--- config.mk ---
export PLATFORM = sky130hd
export DESIGN_NAME = mem_arbiter
export DESIGN_NICKNAME = d
export VERILOG_FILES = /design/src/rtl/mem_arb_pkg.sv /design/src/rtl/rr_arb2.sv /design/src/rtl/mem_arbiter.sv
export SDC_FILE = /design/constraint.sdc
export NUM_CORES = 1
export LEC_CHECK = 0
export ABC_AREA = 1
export BUFFER_PORTS_ARGS = -buffer_cell sky130_fd_sc_hd__clkbuf_2
export CAP_MARGIN = 20
export CORE_UTILIZATION = 40
export DETAILED_ROUTE_END_ITERATION = 10
export PLACE_DENSITY = 0.72
export SETUP_SLACK_MARGIN = 0.3
export SYNTH_ARGS = -nofsm -noshare
export SYNTH_HDL_FRONTEND = slang
export SYNTH_HIERARCHICAL = 1
export SYNTH_SLANG_ARGS = --single-unit
--- constraint.sdc ---
create_clock -name CLK -period 2 [get_ports CLK]
set_input_delay 0.3 -clock CLK [delete_from_list [all_inputs] [get_ports CLK]]
set_output_delay 0.3 -clock CLK [all_outputs]
set_load 0.01 [all_outputs]
--- src/rtl/mem_arb_pkg.sv ---
// mem_arb_pkg
//   Shared definitions for the two-port memory arbiter:
//   - FSM state encodings and the state_t enum built from them
//   - default LOAD_LATENCY / TIMEOUT_CYCLES values
//   - requester index constants (PORT_FETCH, PORT_DATA)
package mem_arb_pkg;

  localparam logic [1:0] ST_IDLE_ENC    = 2'd0;
  localparam logic [1:0] ST_LD_WAIT_ENC = 2'd1;
  localparam logic [1:0] ST_ST_WAIT_ENC = 2'd2;
  localparam logic [1:0] ST_DONE_ENC    = 2'd3;

  typedef enum logic [1:0] {
    S_IDLE    = ST_IDLE_ENC,
    S_LD_WAIT = ST_LD_WAIT_ENC,
    S_ST_WAIT = ST_ST_WAIT_ENC,
    S_DONE    = ST_DONE_ENC
  } state_t;

  localparam int DEF_LOAD_LATENCY   = 25;
  localparam int DEF_TIMEOUT_CYCLES = 64;

  localparam int PORT_FETCH = 0;
  localparam int PORT_DATA  = 1;

endpackage

--- src/rtl/rr_arb2.sv ---
// rr_arb2
//   Combinational two-way round-robin pick.
//   Ports:
//     req  [1:0] in  - request vector (bit N = port N)
//     last       in  - index of the port served most recently
//     win  [1:0] out - one-hot winner, all-zero when nothing requests
//   On a tie the port that was not served last wins.
module rr_arb2 (
  input  logic [1:0] req,
  input  logic       last,
  output logic [1:0] win
);

  always_comb begin
    win = 2'b00;
    if (req == 2'b11) begin
      win = last ? 2'b01 : 2'b10;
    end else begin
      win = req;
    end
  end

endmodule

--- src/rtl/mem_arbiter.sv ---
// mem_arbiter
//   Shares one LOAD/STORE level-protocol memory between a fetch requester
//   (port 0) and a data requester (port 1) with round-robin arbitration.
//   Optional store watchdog: define MEM_ARB_TIMEOUT_EN.
//   Ports:
//     CLK, RST                 clock, synchronous active-high reset
//     reqN, weN, addrN, wdataN requester N: request, store/load, address, data
//     gntN, doneN, rdataN      requester N: grant pulse, completion pulse, load data
//     mem_address, mem_input_data, mem_LOAD, mem_STORE  to memory
//     mem_data, mem_store_completed                     from memory (toggle event)
//     busy                     state is not IDLE
//     err                      sticky store-timeout flag (0 when watchdog absent)
module mem_arbiter
  import mem_arb_pkg::*;
#(
  parameter int LOAD_LATENCY   = DEF_LOAD_LATENCY,
  parameter int TIMEOUT_CYCLES = DEF_TIMEOUT_CYCLES,
  parameter int ADDR_W         = 32,
  parameter int DATA_W         = 32
) (
  input  logic              CLK,
  input  logic              RST,
  input  logic              req0,
  input  logic              req1,
  input  logic              we0,
  input  logic              we1,
  input  logic [ADDR_W-1:0] addr0,
  input  logic [ADDR_W-1:0] addr1,
  input  logic [DATA_W-1:0] wdata0,
  input  logic [DATA_W-1:0] wdata1,
  output logic              gnt0,
  output logic              gnt1,
  output logic              done0,
  output logic              done1,
  output logic [DATA_W-1:0] rdata0,
  output logic [DATA_W-1:0] rdata1,
  output logic [ADDR_W-1:0] mem_address,
  output logic [DATA_W-1:0] mem_input_data,
  output logic              mem_LOAD,
  output logic              mem_STORE,
  input  logic [DATA_W-1:0] mem_data,
  input  logic              mem_store_completed,
  output logic              busy,
  output logic              err
);

  localparam int CNT_LIM   = (LOAD_LATENCY > TIMEOUT_CYCLES) ? LOAD_LATENCY : TIMEOUT_CYCLES;
  localparam int CNT_W     = $clog2(CNT_LIM + 1);
  localparam int LD_LAST_I = LOAD_LATENCY - 1;
  localparam logic [CNT_W-1:0] LD_LAST = LD_LAST_I[CNT_W-1:0];
  localparam logic [CNT_W-1:0] CNT_MAX = '1;
`ifdef MEM_ARB_TIMEOUT_EN
  localparam int TO_LAST_I = TIMEOUT_CYCLES - 1;
  localparam logic [CNT_W-1:0] TO_LAST = TO_LAST_I[CNT_W-1:0];
`endif

  state_t           state, state_nx;
  logic [1:0]       req_idle;
  logic [1:0]       win;
  logic             we_sel;
  logic             last_q;   // port served most recently
  logic             port_q;   // port owning the current transaction
  logic             sc_ref;   // store_completed level at launch
  logic [CNT_W-1:0] cnt;
  logic             launch;
  logic             ld_fin;
  logic             cnt_en;
`ifdef MEM_ARB_TIMEOUT_EN
  logic             to_fin;
  logic             err_q;
`endif

  // Requests only count while idle; anything else is ignored.
  assign req_idle = (state == S_IDLE) ? {req1, req0} : 2'b00;

  rr_arb2 u_rr_arb2 (
    .req  (req_idle),
    .last (last_q),
    .win  (win)
  );

  assign we_sel = win[PORT_DATA] ? we1 : we0;

  always_ff @(posedge CLK) begin
    if (RST) begin
      state <= S_IDLE;
    end else begin
      state <= state_nx;
    end
  end

  always_comb begin
    state_nx = state;
    launch   = 1'b0;
    ld_fin   = 1'b0;
    cnt_en   = 1'b0;
`ifdef MEM_ARB_TIMEOUT_EN
    to_fin   = 1'b0;
`endif
    case (state)
      S_IDLE: begin
        if (|win) begin
          launch   = 1'b1;
          state_nx = we_sel ? S_ST_WAIT : S_LD_WAIT;
        end
      end
      S_LD_WAIT: begin
        cnt_en = 1'b1;
        if (cnt == LD_LAST) begin
          ld_fin   = 1'b1;
          state_nx = S_DONE;
        end
      end
      S_ST_WAIT: begin
        // Completion is a toggle: any difference from the launch level.
        if (mem_store_completed != sc_ref) begin
          state_nx = S_DONE;
        end
`ifdef MEM_ARB_TIMEOUT_EN
        else begin
          cnt_en = 1'b1;
          if (cnt == TO_LAST) begin
            to_fin   = 1'b1;
            state_nx = S_DONE;
          end
        end
`endif
      end
      S_DONE: begin
        state_nx = S_IDLE;
      end
      default: begin
        state_nx = S_IDLE;
      end
    endcase
  end

  assign mem_LOAD  = (state == S_LD_WAIT);
  assign mem_STORE = (state == S_ST_WAIT);
  assign busy      = (state != S_IDLE);
  assign done0     = (state == S_DONE) && !port_q;
  assign done1     = (state == S_DONE) &&  port_q;

  always_ff @(posedge CLK) begin
    if (RST) begin
      last_q         <= 1'b1;
      port_q         <= 1'b0;
      sc_ref         <= 1'b0;
      cnt            <= '0;
      gnt0           <= 1'b0;
      gnt1           <= 1'b0;
      mem_address    <= '0;
      mem_input_data <= '0;
      rdata0         <= '0;
      rdata1         <= '0;
    end else begin
      gnt0 <= launch & win[PORT_FETCH];
      gnt1 <= launch & win[PORT_DATA];
      if (launch) begin
        port_q         <= win[PORT_DATA];
        sc_ref         <= mem_store_completed;
        cnt            <= '0;
        mem_address    <= win[PORT_DATA] ? addr1  : addr0;
        mem_input_data <= win[PORT_DATA] ? wdata1 : wdata0;
      end else if (cnt_en && (cnt != CNT_MAX)) begin
        cnt <= cnt + 1'b1;
      end
      if (ld_fin) begin
        if (port_q) begin
          rdata1 <= mem_data;
        end else begin
          rdata0 <= mem_data;
        end
      end
      if (state == S_DONE) begin
        last_q <= port_q;
      end
    end
  end

`ifdef MEM_ARB_TIMEOUT_EN
  always_ff @(posedge CLK) begin
    if (RST) begin
      err_q <= 1'b0;
    end else if (to_fin) begin
      err_q <= 1'b1;
    end
  end
  assign err = err_q;
`else
  assign err = 1'b0;
`endif

endmodule

# Word-level counts from Yosys, hierarchy flattened
# Cells that the tools add are included.
[word_totals]
reg_bits = 142
output_inout_bits = 136
wordCells = 52
[op_classes]
add_sub_neg = 1
eq_ne = 10
mux = 16
n_bitwise = 3
reduce_logical = 11
[op_table]
columns = ["operator", "count"]
rows = [
  ["two-way mux 32 bit", 2],
  ["two-way mux 2 bit", 7],
  ["one-hot mux 2 bit (4 select lines)", 1],
  ["adder 7 x 1 -> 7 bit (second input constant)", 1],
  ["equality test 7 x 5 -> 1 bit (second input constant)", 1],
  ["inequality test 7 bit (second input constant)", 1],
  ["equality test 2 bit (second input constant)", 3],
  ["two-way mux 1 bit", 6],
  ["inequality test 2 x 1 -> 1 bit (second input constant)", 3],
  ["AND reduction 2 bit", 2],
  ["OR reduction 2 bit", 2],
  ["logical AND 1 bit", 3],
  ["AND reduction 3 bit", 1],
  ["bitwise AND 1 bit", 2],
  ["equality test 2 x 1 -> 1 bit (second input constant)", 1],
  ["logical NOT 2 bit", 1],
  ["nonzero test 2 bit", 1],
  ["logical NOT 1 bit", 1],
  ["inequality test 1 bit", 1],
  ["inverter 1 bit", 1],
]

# Depth between registers and ports, before layout
[depth]
word_depth = 8
depth_mapped = 14

# By module
# Netlist, hierarchy kept.
[by_module_without_submodules]
columns = ["mod", "instances", "cells_per_inst", "area_each_um2", "seq_area_each_um2"]
rows = [
  ["mem_arbiter", 1, 772, 5941.9, 2842.7],
  ["rr_arb2", 1, 5, 21.3, 0.0],
]

# Least setup slack after synthesis
# OpenSTA, ideal clock, no wires.
[synth_timing]
kind = "reg-to-reg"
from = "register state[0]"
to = "register mem_address[11]"
arrival_time_ns = 1.766
required_ns = 1.874
setup_slack_ns = 0.109
path_stages_with_launch = 11
period_less_slack_ns = 1.891
cell_sequence = "dfxtp_1 > inv_1 > ha_1 > nand2_1 > inv_1 > a21oi_1 > o21ai_1 > inv_2 > clkbuf_1 > buf_2 > a31oi_1"
[synth_via]
elab_chain_len = 7
[synth_lines]
columns = ["item", "line_no", "source"]
rows = [
  ["from (decl)", "mem_arbiter.sv:57", "state_t state, state_nx;"],
  ["from (signal assigned)", "mem_arbiter.sv:88", "state <= state_nx;"],
  ["logical NOT 2 bit (*)", "mem_arbiter.sv:74", "assign req_idle = (state == S_IDLE) ? {req1, req0} : 2'b00;"],
  ["two-way mux 2 bit (*)", "mem_arbiter.sv:74", ""],
  ["net req_idle[0]", "mem_arbiter.sv:58", "logic [1:0] req_idle;"],
  ["equality test 2 bit (*)", "rr_arb2.sv:16", "if (req == 2'b11) begin"],
  ["two-way mux 2 bit (*)", "rr_arb2.sv:16", ""],
  ["net win[1]", "mem_arbiter.sv:59", "logic [1:0] win;"],
  ["OR reduction 2 bit", "mem_arbiter.sv:102", "if (|win) begin"],
  ["two-way mux 1 bit", "mem_arbiter.sv:102", ""],
  ["two-way mux 1 bit", "mem_arbiter.sv:100", "case (state)"],
  ["to (signal assigned)", "mem_arbiter.sv:163", "mem_address <= win[PORT_DATA] ? addr1 : addr0;"],
  ["to (decl)", "mem_arbiter.sv:37", "output logic [ADDR_W-1:0] mem_address,"],
]
# Mark *: on every way through the listed nets, which the timed path passes. The rest lies on a longest branch.
# A chain may end at the register's enable or synchronous reset.

# Final worst setup path
[layout_timing]
from = "register state[1]"
to = "register mem_address[21]"
[layout_via]
elab_chain_len = 7
[layout_lines]
columns = ["item", "line_no"]
rows = [
  ["logical NOT 2 bit", "mem_arbiter.sv:74"],
  ["two-way mux 2 bit", "mem_arbiter.sv:74"],
  ["net req_idle[1]", "mem_arbiter.sv:58"],
  ["equality test 2 bit", "rr_arb2.sv:16"],
  ["two-way mux 2 bit", "rr_arb2.sv:16"],
  ["net win[0]", "mem_arbiter.sv:59"],
  ["OR reduction 2 bit", "mem_arbiter.sv:102"],
  ["two-way mux 1 bit", "mem_arbiter.sv:102"],
  ["two-way mux 1 bit", "mem_arbiter.sv:100"],
]
# The timed path passes the listed nets, and every way through them passes these cells.

==> qor.log <==
qor: yosys.synth_cell_types 26
qor: clock_network.cts_num_sinks 142
qor: die.floorplan.die.width 124.1 µm
qor: grt.largest_net_degree_at_the_start_of_global_routing 68
qor: grt.first_global_vias 6051
qor: place.finalWeightedCongestion 0.8367
qor: cells_and_area.fin_area 0.009256 mm²
qor: pwr.peak_supply_drop 912.7 µV
qor: sta.slew_headroom 0.5321
qor: sta.hold_viol_final 0
qor: yosys.yosysSeqAreaShare 0.4767
qor: yosys.netlist_area 0.005963 mm²
qor: sta.maximum_clock_frequency 561.5 MHz
qor: pwr.powerDensity 1410 mW/mm²
qor: sta.timing.clock.skew 0.006682 ns
qor: cells_and_area.most-common-layout-cells 298 x sky130_fd_sc_hd__clkbuf_2, 213 x sky130_fd_sc_hd__nand2_1, 140 x sky130_fd_sc_hd__dfxtp_1
qor: sta.grt_setup_unrepaired yes
qor: drt.remaining_routing_drc_violations 0
qor: cells_and_area.drive_gt1_frac 0.4312
qor: yosys.synth-compound-area-share 0.1865
qor: cells_and_area.finalCoreUtilization 0.6369
qor: status.outcome complete, no violations
qor: min_path.worstHoldPathType in -> reg
qor: clock_network.cts_tree done
qor: sta.setup-tns-final 0 ns
qor: yosys.netlist_instances 777
qor: die.dieArea 0.01540 mm²
qor: clock_network.worstSkewPairLatency 0.42 ns
qor: place.placedInstanceArea 0.007565 mm²
qor: critical_path.critical_path_peak_fanout 6
qor: clock_network.cts.reportedPaths.clkPinSlew 0.06 ns
qor: place.detailedPlacementHpwl 13160 µm
qor: yosys.syn-mean-instance-area 7.675 µm²
qor: pwr.sequentialPowerShare 0.302
qor: yosys.synth-adder-area-share 0.01469
qor: drt.antenna_left 0
qor: critical_path.cpMostUsedCell sky130_fd_sc_hd__nand2_2
qor: cells_and_area.nNetsFinal 1245
qor: cells_and_area.area_delta_synth_final 55.22%
qor: yosys.synthDominantAreaCellType sky130_fd_sc_hd__dfxtp_1
qor: critical_path.crit_slowest_cell sky130_fd_sc_hd__dfxtp_2
qor: drt.drt-pass1-iter-count 4
qor: clock_network.clock-root-buffer sky130_fd_sc_hd__clkbuf_16
qor: drt.detail_route.vias_per_cell 5.364
qor: drt.route.vias.total 6796
qor: place.post-place-cells 1209
qor: sta.final.setup.worst_slack 0.2191 ns
qor: pwr.power.internal 0.008008 W
qor: drt.wirelength 21300 µm
qor: clock_network.numCtsBuffers 17
qor: cells_and_area.antennaDiodeCount 0
qor: cells_and_area.instances_no_fill 1267
qor: pwr.power_switching 0.005040 W
qor: sta.final_max_slew_viol_count 0
qor: job.maxCapViolations 0
qor: grt.grt_antenna_before_repair 0
qor: critical_path.critPathArrivalTime 2.13 ns
qor: critical_path.critical_path_required 2.34 ns
qor: clock_network.max-clock-path-buffers 2
qor: pwr.power.leakage 4.020 nW
qor: die.rows 44
qor: critical_path.start_kind flip-flop
qor: sta.timing.final.crit_share 0.8905
qor: grt.grt_first_pass_wirelength 30320 µm
qor: die.initial_utilization 0.4103
qor: yosys.proportion_of_synthesized_area_in_mux_cells 0
qor: place.io_buf_count 301
qor: pwr.combPwrFrac 0.441
qor: pwr.swShare 0.3863
qor: cells_and_area.final_common_cell sky130_fd_sc_hd__clkbuf_2
qor: critical_path.crit_chain inv_4 > ha_4 > nand2_2 > inv_2 > inv_2 > nand2_2 > nand2_2 > o21ai_4 > clkinv_4 > buf_12 > clkbuf_16 > a31oi_4
qor: die.boundaryPins 303
qor: yosys.parity_gate_share_of_the_synthesized_area_counting_xor_and_xnor_cells 0.002937
qor: critical_path.timing_worst_setup_path_type reg -> reg
qor: yosys.yosys_warnings 6
qor: yosys.combinational_family_with_the_most_area_after_synthesis simple AND/OR/NAND/NOR gates
qor: yosys.synth_fp_nets 951
qor: sta.setup_violations 0
qor: die.die_boundary_height 124.1 µm
qor: sta.transition_at_the_pin_with_the_smallest_max_transition_slack 0.7018 ns
qor: yosys.synth_seq_cells 142
qor: clock_network.cts_htree_levels 4
qor: yosys.yosysTopAreaCellShare 0.4767
qor: yosys.yosys.area_share.simple 0.2400
qor: critical_path.critical_path.endpoint_type flip-flop
qor: grt.overflow 0
qor: place.post-place-ws 0.04125 ns
qor: drt.initialDrtViolationCount 337
qor: critical_path.critical_path.max_stage_delay 0.34 ns
qor: drt.wl_per_cell 16.81 µm
qor: pwr.clock_power_share 0.257
qor: die.fp.coreArea 0.01453 mm²
qor: grt.grt_use_total 0.2573
qor: sta.timing.final.crit_period 1.781 ns
qor: yosys.ys_top_cells_by_area sky130_fd_sc_hd__dfxtp_1 48%, sky130_fd_sc_hd__nand2_1 14%, sky130_fd_sc_hd__nand4_1 6.9%
-- what timing repair did --
item,4_1_cts,5_1_grt
gates cloned,5,4
hold buffers,0,0
setup endpoints to repair,75,125
pin swaps,2,6
buffers inserted,6,12
gates resized for setup,41,105
endpoints found under the hold margin,0,0
-- final timing paths --
| path | from | end | slack [ns] | cells past startpoint |
|---|---|---|---|---|
| worst max-delay path | state[1]$_SDFFE_PP0P_ | mem_address[21]$_SDFFE_PP0P_ | 0.22 | 12 |
| worst min register to register | rdata1[31]$_SDFFE_PP0P_ | rdata1[31]$_SDFFE_PP0P_ | 0.46 | 2 |
| worst max register to register | state[1]$_SDFFE_PP0P_ | mem_address[21]$_SDFFE_PP0P_ | 0.22 | 12 |
| worst min-delay path | addr0[3] | mem_address[3]$_SDFFE_PP0P_ | 0.12 | 3 |
-- Yosys cell counts --
cell type,instances
sky130_fd_sc_hd__a21oi_1,75
sky130_fd_sc_hd__a31oi_1,64
sky130_fd_sc_hd__buf_1,7
sky130_fd_sc_hd__buf_2,22
sky130_fd_sc_hd__buf_4,2
sky130_fd_sc_hd__buf_6,7
sky130_fd_sc_hd__clkbuf_1,33
sky130_fd_sc_hd__clkbuf_2,1
sky130_fd_sc_hd__conb_1,1
sky130_fd_sc_hd__dfxtp_1,142
sky130_fd_sc_hd__ha_1,7
sky130_fd_sc_hd__inv_1,26
sky130_fd_sc_hd__inv_2,3
sky130_fd_sc_hd__nand2_1,219
sky130_fd_sc_hd__nand3_1,15
sky130_fd_sc_hd__nand3_2,3
sky130_fd_sc_hd__nand3b_4,1
sky130_fd_sc_hd__nand4_1,66
sky130_fd_sc_hd__nand4_2,1
sky130_fd_sc_hd__nor2_1,10
sky130_fd_sc_hd__nor2_4,1
sky130_fd_sc_hd__nor3_1,2
sky130_fd_sc_hd__o21ai_0,41
sky130_fd_sc_hd__o21ai_1,25
sky130_fd_sc_hd__o22ai_1,1
sky130_fd_sc_hd__xor2_1,2
-- cell families after synthesis --
logic type,count (synthesis)
AO/OA/AOI/OAI,206
XOR/XNOR,2
adder cells (fa/ha/maj),7
buffers and inverters,101
flip-flops,142
other,1
AND/OR/NAND/NOR,318
-- worst max-delay path, delay by kind of cell, from the launching register on --
kind                       cells  cell delay [ns]
AOI/OAI and AO/OA              2             0.31
buffers and inverters          6             0.70
DFF                            1             0.34
adders and majority gates      1             0.15
and+or+nand+nor                3             0.19
-- metrics by stage --
stage	hold slack (ns)	power (W)
2_1_floorplan	0.4438	0.006089
3_3_place_gp	0.4486	0.007425
3_5_place_dp	0.4512	0.007452
4_1_cts	0.1073	0.01173
5_1_grt	0.1137	0.01367
6_report	0.1174	0.01305
-- registers in the layout, indices dropped and copies added (netlist names) --
signal / flops
mem_input_data: 32
cnt: 7
rdata1: 32
rdata0: 32
last_q: 1
mem_address: 32
gnt0: 1
state: 2
port_q: 1
gnt1: 1
sc_ref: 1
-- area by class of cell --
class                           count  area (µm²)
Clock inverter                     14       191.4
Tap cell                          184       230.2
Timing Repair Buffer              347        2155
Clock buffer                       17       425.4
Fill cell                        1222        5278
Multi-Input combinational cell    534        3291
Inverter                           29       118.9
Sequential cell                   142        2845
-- power groups by stage --
stage	clock, W	sequential [W]	combinational [W]
6_report	0.00336	0.00393	0.00576
5_1_grt	0.00352	0.00400	0.00615
4_1_cts	0.00339	0.00385	0.00449
3_5_place_dp	0	0.00388	0.00358
3_3_place_gp	0	0.00389	0.00353
2_1_floorplan	0	0.00412	0.00197
-- metal layers --
metal  up-vias  part of all wire  GRT usage
li1       3303                 -          -
met1      3208              0.39     0.2908
met2       254              0.51     0.4461
met3        31             0.078    0.07967
met4         0             0.025     0.1064
met5         -                 0          0
Power figures use the tool's default switching activity.
